--- src/rtl/audio_stream_pkg.sv ---
// Shared audio-stream definitions: TLAST channel codes,
// pair-buffer states and I2S frame constants.
package audio_stream_pkg;

    localparam logic CH_LEFT  = 1'b0;
    localparam logic CH_RIGHT = 1'b1;

    typedef enum logic [1:0] {
        WAIT_L = 2'd0,
        WAIT_R = 2'd1,
        FULL   = 2'd2
    } pair_state_t;

    localparam int I2S_SLOTS = 2;

    function automatic int frame_bits(input int slot_w);
        return I2S_SLOTS * slot_w;
    endfunction

endpackage

--- src/rtl/axi4_stream_i2s_tx_if.sv ---
// AXI4-Stream channel carrying audio samples (TLAST=1 marks right).
// Ports: TVALID, TLAST, TDATA from master; TREADY from slave.
interface axi4_stream_i2s_tx_if #(
    parameter int DATA_WIDTH = 32
);
    logic                  TVALID;
    logic                  TREADY;
    logic                  TLAST;
    logic [DATA_WIDTH-1:0] TDATA;

    modport master (
        output TVALID, TLAST, TDATA,
        input  TREADY
    );

    modport slave (
        input  TVALID, TLAST, TDATA,
        output TREADY
    );
endinterface

--- src/rtl/i2s_clk_gen.sv ---
// I2S bit-clock divider: BCLK toggles every BCLK_DIV ACLK cycles.
// Ports: ACLK, ARESET (sync, high) in; BCLK, fall_stb (1-cycle) out.
module i2s_clk_gen #(
    parameter int BCLK_DIV = 4
) (
    input  logic ACLK,
    input  logic ARESET,
    output logic BCLK,
    output logic fall_stb
);
    localparam int CW = (BCLK_DIV > 2) ? $clog2(BCLK_DIV) : 1;
    localparam logic [CW-1:0] LAST = CW'(BCLK_DIV - 1);

    logic [CW-1:0] cnt;
    logic          wrap;

    assign wrap = (cnt == LAST);

    // Strobe is high in the cycle whose edge drives BCLK low.
    assign fall_stb = wrap && BCLK && !ARESET;

    always_ff @(posedge ACLK) begin
        if (ARESET) begin
            cnt  <= '0;
            BCLK <= 1'b0;
        end else if (wrap) begin
            cnt  <= '0;
            BCLK <= ~BCLK;
        end else begin
            cnt <= cnt + 1'b1;
        end
    end
endmodule

--- src/rtl/axi4_stream_i2s_tx.sv ---
// AXI4-Stream to Philips I2S transmitter with L/R pair buffer.
// Ports: ACLK, ARESET (sync, high); S_AXIS (slave stream);
// I2S_BCLK, I2S_LRCK, I2S_SDATA, UNDERRUN (1-cycle pulse).
// Option: AXI4_STREAM_I2S_TX_REPEAT_EN repeats the last pair on
// underrun instead of sending silence.
module axi4_stream_i2s_tx
    import audio_stream_pkg::*;
#(
    parameter int DATA_WIDTH = 32,
    parameter int BCLK_DIV   = 4
) (
    input  logic                       ACLK,
    input  logic                       ARESET,
    axi4_stream_i2s_tx_if.slave        S_AXIS,
    output logic                       I2S_BCLK,
    output logic                       I2S_LRCK,
    output logic                       I2S_SDATA,
    output logic                       UNDERRUN
);
    localparam int FB    = frame_bits(DATA_WIDTH);
    localparam int CNT_W = $clog2(FB);
    localparam logic [CNT_W-1:0] LAST_BIT  = CNT_W'(FB - 1);
    localparam logic [CNT_W-1:0] SLOT_BITS = CNT_W'(DATA_WIDTH);

    logic                  fall_stb;
    logic [CNT_W-1:0]      bit_cnt;
    logic [CNT_W-1:0]      bit_nxt;
    logic [CNT_W-1:0]      bit_nxt_p1;
    logic                  lrck_nxt;
    logic                  load;
    logic [FB-1:0]         shreg;
    logic [FB-1:0]         sh_nxt;
    logic [FB-1:0]         frame;
    pair_state_t           state;
    pair_state_t           st_base;
    pair_state_t           st_nxt;
    logic [DATA_WIDTH-1:0] left;
    logic [DATA_WIDTH-1:0] right;
    logic                  tready;
    logic                  accept;
`ifdef AXI4_STREAM_I2S_TX_REPEAT_EN
    logic [FB-1:0]         last_pair;
`endif

    i2s_clk_gen #(
        .BCLK_DIV (BCLK_DIV)
    ) u_clk_gen (
        .ACLK     (ACLK),
        .ARESET   (ARESET),
        .BCLK     (I2S_BCLK),
        .fall_stb (fall_stb)
    );

    assign S_AXIS.TREADY = tready;

    always_comb begin
        bit_nxt    = (bit_cnt == LAST_BIT) ? '0 : bit_cnt + 1'b1;
        bit_nxt_p1 = (bit_nxt == LAST_BIT) ? '0 : bit_nxt + 1'b1;
        // LRCK switches one bit ahead of the slot it names.
        lrck_nxt   = (bit_nxt_p1 >= SLOT_BITS);
        load       = fall_stb && (bit_cnt == LAST_BIT);
        accept     = S_AXIS.TVALID && tready;
`ifdef AXI4_STREAM_I2S_TX_REPEAT_EN
        frame = (state == FULL) ? {left, right} : last_pair;
`else
        frame = (state == FULL) ? {left, right} : '0;
`endif
        sh_nxt = load ? frame : (shreg << 1);
        // Frame load frees the buffer before any beat is applied.
        st_base = (load && state == FULL) ? WAIT_L : state;
        st_nxt  = st_base;
        if (accept) begin
            case (st_base)
                WAIT_L:  if (S_AXIS.TLAST == CH_LEFT)  st_nxt = WAIT_R;
                WAIT_R:  if (S_AXIS.TLAST == CH_RIGHT) st_nxt = FULL;
                default: st_nxt = st_base;
            endcase
        end
    end

    always_ff @(posedge ACLK) begin
        if (ARESET) begin
            state     <= WAIT_L;
            tready    <= 1'b0;
            bit_cnt   <= LAST_BIT;
            shreg     <= '0;
            left      <= '0;
            right     <= '0;
            I2S_LRCK  <= 1'b0;
            I2S_SDATA <= 1'b0;
            UNDERRUN  <= 1'b0;
`ifdef AXI4_STREAM_I2S_TX_REPEAT_EN
            last_pair <= '0;
`endif
        end else begin
            state    <= st_nxt;
            tready   <= (st_nxt != FULL);
            UNDERRUN <= load && (state != FULL);
            if (fall_stb) begin
                bit_cnt   <= bit_nxt;
                I2S_LRCK  <= lrck_nxt;
                shreg     <= sh_nxt;
                I2S_SDATA <= sh_nxt[FB-1];
            end
`ifdef AXI4_STREAM_I2S_TX_REPEAT_EN
            if (load && state == FULL)
                last_pair <= {left, right};
`endif
            if (accept) begin
                case (st_base)
                    WAIT_L: begin
                        if (S_AXIS.TLAST == CH_LEFT)
                            left <= S_AXIS.TDATA;
                    end
                    WAIT_R: begin
                        if (S_AXIS.TLAST == CH_RIGHT)
                            right <= S_AXIS.TDATA;
                        else
                            left <= S_AXIS.TDATA;
                    end
                    default: ;
                endcase
            end
        end
    end
endmodule

--- src/flat_wrapper.sv ---
// flat-port wrapper written by rule: the top's interface ports become plain ports
module axi4_stream_i2s_tx_flat import audio_stream_pkg::*;
#(
    parameter int DATA_WIDTH = 32,
    parameter int BCLK_DIV   = 4
)
  (ACLK, ARESET, I2S_BCLK, I2S_LRCK, I2S_SDATA, UNDERRUN, S_AXIS_TVALID, S_AXIS_TLAST, S_AXIS_TDATA, S_AXIS_TREADY);
  axi4_stream_i2s_tx_if #(.DATA_WIDTH(DATA_WIDTH)) S_AXIS_i ();
  input  logic ACLK;
  input  logic ARESET;
  output logic I2S_BCLK;
  output logic I2S_LRCK;
  output logic I2S_SDATA;
  output logic UNDERRUN;
  input wire logic [$bits(S_AXIS_i.TVALID)-1:0] S_AXIS_TVALID;
  input wire logic [$bits(S_AXIS_i.TLAST)-1:0] S_AXIS_TLAST;
  input wire logic [$bits(S_AXIS_i.TDATA)-1:0] S_AXIS_TDATA;
  output wire logic [$bits(S_AXIS_i.TREADY)-1:0] S_AXIS_TREADY;
  assign S_AXIS_i.TVALID = S_AXIS_TVALID;
  assign S_AXIS_i.TLAST = S_AXIS_TLAST;
  assign S_AXIS_i.TDATA = S_AXIS_TDATA;
  assign S_AXIS_TREADY = S_AXIS_i.TREADY;
  axi4_stream_i2s_tx #(.DATA_WIDTH(DATA_WIDTH), .BCLK_DIV(BCLK_DIV)) u_core (.ACLK(ACLK), .ARESET(ARESET), .S_AXIS(S_AXIS_i), .I2S_BCLK(I2S_BCLK), .I2S_LRCK(I2S_LRCK), .I2S_SDATA(I2S_SDATA), .UNDERRUN(UNDERRUN));
endmodule
--- config.mk ---
export PLATFORM = sky130hd
export DESIGN_NAME = axi4_stream_i2s_tx_flat
export DESIGN_NICKNAME = d
export VERILOG_FILES = /design/src/rtl/audio_stream_pkg.sv /design/src/rtl/axi4_stream_i2s_tx_if.sv /design/src/rtl/i2s_clk_gen.sv /design/src/rtl/axi4_stream_i2s_tx.sv /design/src/flat_wrapper.sv
export SDC_FILE = /design/constraint.sdc
export NUM_CORES = 1
export LEC_CHECK = 0
export CELL_PAD_IN_SITES_DETAIL_PLACEMENT = 1
export CELL_PAD_IN_SITES_GLOBAL_PLACEMENT = 2
export CORE_ASPECT_RATIO = 1.5
export CORE_MARGIN = 2
export CORE_UTILIZATION = 39
export CTS_CLUSTER_SIZE = 12
export DETAILED_ROUTE_END_ITERATION = 6
export PLACE_DENSITY_LB_ADDON = 0.3
export SYNTH_ARGS = -nofsm -noshare
export SYNTH_HDL_FRONTEND = slang
export SYNTH_HIERARCHICAL = 1
export SYNTH_SLANG_ARGS = --single-unit
--- constraint.sdc ---
create_clock -name ACLK -period 4.2 [get_ports ACLK]
set_input_delay 0.84 -clock ACLK [delete_from_list [all_inputs] [get_ports ACLK]]
set_output_delay 0.84 -clock ACLK [all_outputs]
set_load 0.01 [all_outputs]
==> summary.txt <==
Synth
  • Synthesized Nets: between 600 and 700
  • EDFF count, synth: 0
  • Synth Instances: 590
  • Post-synth top area cell: dfxtp_1
  • Area fraction of the dominant cell type after synthesis: 53.0%
  • Adder-cell area share of the yosys netlist: 0.700%
  • Distinct cell type count after synthesis: 39
  • Compound-gate portion of the synthesized area: approximately a quarter
  • Avg Cell Area, Syn: 9.09 um^2
  • Largest family of logic cells by synthesized area: compound AO/OA/AOI/OAI gates
  • Post-synth ARST share: 0%
  • Post-Synth Simple-Gate Area: 15.1%
  • Sequential area share after synthesis: 53.0%
  • Synth top cells by count: dfxtp_1, nand2_1, nor2_1
  • Synth area leaders: dfxtp_1, a222oi_1, nand2_1
  • Ys flop type: dfxtp_1
  • #FFs+latches synth: 142
  • Yosys warns: 6
  • Post-synthesis xor/xnor area fraction: 0.490%
  • Mux contribution to synthesized area: 0%
  • Post-Syn Area: ~5400 um^2
  • Most frequent cell after synthesis: dfxtp_1

Layout
  • P&R area growth vs syn: 21.8%
  • Final Cell Area: 6540 um^2
  • Diode count: 0
  • Fin nets: 642
  • Layout fillers: 1,506
  • Share of cells above drive strength 1: around 12%
  • Final core utilization: about half
  • Fin cells: about 780

Floorplan
  • FP Rows: 52
  • IO Count: 41
  • Die Span Y: between 100 and 150 um
  • Die ar.: 14,700 um^2
  • Initial Utilization: 39.8%
  • Horiz. Die Dim: 99.8 um
  • Core footprint: 13,500 um^2

Clocking
  • Hold Buf Count CTS: 0
  • Clock transition at path regs: 60 ps
  • Clk_lat worst skew: a little over 400 ps
  • Clock Sinks: 142
  • CTS tree: done
  • CTS root buf: clkbuf_16
  • Cts bufs inserted: 17
  • Longest Clk Path Bufs: 2
  • Setup repair bufs after CTS: 0
  • CTS H-tree depth: 4
  • Post-CTS resize count: 0

Run status
  • Violations in the final reports: design-rule violations
  • Status: finished, violations left

STA
  • Final hold vios: 0
  • Final Max Slew Viols: 0
  • Final setup TNS: 0 ps
  • Clock skew: 8.33 ps
  • RSZ-0062 raised after global routing: no
  • Slew HR: 27.1%
  • Final setup vio count: 0
  • Minimum clock period: approximately 2800 ps
  • Worst slew pin tran: 1090 ps
  • Final worst setup slack: 1400 ps
  • Final Cycle Share: 66.6%
  • Fmax achieved: 358 MHz

Power
  • Sequential Power Share: between 40% and 50%
  • Switch share: approximately a fifth
  • Combinational share of power: approximately 3.6%
  • Internal: about 2.6 mW
  • Clk pwr share: ~54%
  • Pwr Density: between 500 and 600 nW/um^2
  • Peak VDD IR: 0.260 mV
  • NetSw: between 600 and 700 uW
  • Leakage: around 2.3 nW

GRT
  • Remaining Overflow, GRT: 0
  • Initial antenna violation count: 0
  • Global Route Usage Sum: between 20% and 30%
  • Pin count of the biggest net entering global routing: 106
  • Vias in the first global route: 4,782
  • Global-route wire length before repair: about 24 mm

Placed design
  • Post-placement setup slack: ~1100 ps
  • PortBufs: 40
  • Placer Congestion: 0.758
  • Placed insts: roughly 750
  • Detailed placement HPWL: about 8.6 mm
  • Area of placed instances: 5830 um^2

Critical path
  • Slowest CP cell: nor2_1
  • Crit-path cells: ha_1 -> nand2_1 -> nor2_1 -> nand2_1 -> o31ai_4 -> buf_4 -> and2_1 -> buf_4 -> a31o_2
  • Max Fanout on Critical Path: 20
  • Worst Setup Start Kind: register
  • Reg2reg setup slack: ~1400 ps
  • R2r startpoint: u_core/u_clk_gen/cnt[0]
  • Worst r2r dst: u_core/left[30]
  • Crit path kind: reg -> reg
  • Critical Path Source: u_core/u_clk_gen/cnt[0]
  • Worst Path Required: around 4600 ps
  • CP max stage delay: around 560 ps
  • FF-to-FF path depth: 9
  • CP Capture Type: register
  • CP arrival: 3150 ps
  • Crit path to: u_core/left[30]

Routing
  • DR vias: 4,621
  • Via/cell ratio: 5.94
  • DRC: 9
  • Antenna Nets Post-Route: 0
  • Final wirelength: 14.7 mm
  • Initial DRC Count: 445
  • Initial DRT Pass Iterations: 7
  • Post-detailed-route wirelength per cell: 18.8 um

Run
  • MaxCap Viol Count: 0

Hold path
  • Tightest Hold Check Type: reg -> reg
## state kept, by name, indices dropped and copies added, names as in the netlist
| register | cells |
|---|---|
| u_core/I2S_SDATA | 1 |
| u_core/right | 32 |
| u_core/UNDERRUN | 1 |
| u_core/S_AXIS.TREADY | 1 |
| u_core/shreg | 63 |
| u_core/state | 2 |
| u_core/u_clk_gen/BCLK | 1 |
| u_core/u_clk_gen/cnt | 2 |
| u_core/left | 32 |
| u_core/I2S_LRCK | 1 |
| u_core/bit_cnt | 6 |
## cell type report
cell class / instances / area, um^2 / share of cell area [%]
Clock buffer: 21 / 470 / 7.20
Sequential cell: 142 / 2840 / 43.5
Inverter: 5 / 18.8 / 0.287
Timing Repair Buffer: 53 / 495 / 7.58
Multi-Input combinational cell: 384 / 2270 / 34.8
Clock inverter: 11 / 234 / 3.58
Tap cell: 162 / 203 / 3.10
## metrics by stage
step                total power, mW  hold slack [ps]
floorplan                      1.46              396
global placement               1.52              407
detailed placement             1.52              420
CTS                            3.32              431
global route                   3.39              447
finish                         3.28              424
## worst min path at each step
stage / startpoint / end / slack, ps / cells past startpoint
4_1_cts: u_core/u_clk_gen/cnt[0] / u_core/u_clk_gen/cnt[0] / 430 / 1
2_1_floorplan: u_core/u_clk_gen/cnt[0] / u_core/u_clk_gen/cnt[0] / 400 / 1
6_report: u_core/u_clk_gen/cnt[0] / u_core/u_clk_gen/cnt[0] / 420 / 1
3_3_place_gp: u_core/u_clk_gen/cnt[0] / u_core/u_clk_gen/cnt[0] / 410 / 1
3_5_place_dp: u_core/u_clk_gen/cnt[0] / u_core/u_clk_gen/cnt[0] / 420 / 1
5_1_grt: u_core/u_clk_gen/cnt[0] / u_core/u_clk_gen/cnt[0] / 450 / 1
## critical path, delay by kind of cell (launching register included)
family / cells / cell delay (ps)
AND/OR/NAND/NOR: 4 / 1110
buffers and inverters: 2 / 580
AO/OA/AOI/OAI: 2 / 470
flip-flops: 1 / 330
adder cells (fa/ha/maj): 1 / 230
## cells in the final DEF (no fill, tap or decap), types with 2 or more instances in the layout
cell type	count
nor2_1	68
clkbuf_16	17
dfxtp_1	142
a21oi_1	67
a211oi_1	2
inv_1	3
o21ai_0	6
bufinv_16	7
xor2_1	2
clkbuf_8	3
nand4_1	4
a31o_2	21
nor3_1	4
a211o_1	2
ha_1	3
nor2b_1	2
and2_1	2
buf_4	14
clkdlybuf4s50_1	39
nand2_1	107
nand3_1	2
a31o_1	10
a222oi_1	63
clkinv_2	3
## layer usage
metal / up-vias / GRT usage [%] / share of wire, %
li1: 2199 / - / -
met1: 2329 / 23.5 / 42
met2: 78 / 37.6 / 54
met3: 15 / 3.88 / 2.8
met4: 0 / 7.19 / 1.1
met5: - / 0 / 0
## power groups by stage
stage | sequential, mW | combinational [mW] | clock, mW
6_report | 1.38 | 0.118 | 1.78
2_1_floorplan | 1.40 | 0.0576 | 0
3_3_place_gp | 1.40 | 0.116 | 0
4_1_cts | 1.38 | 0.120 | 1.82
5_1_grt | 1.38 | 0.130 | 1.88
3_5_place_dp | 1.40 | 0.120 | 0
## kinds of logic (layout without fill, tap and decap cells)
family,count (synthesis),after routing
flops,142,142
simple gates,199,199
buf+inv,64,90
xor+xnor,3,3
fa+ha+maj,3,3
compound gates,179,179
Note: power is estimated with default switching activity, not from simulation.
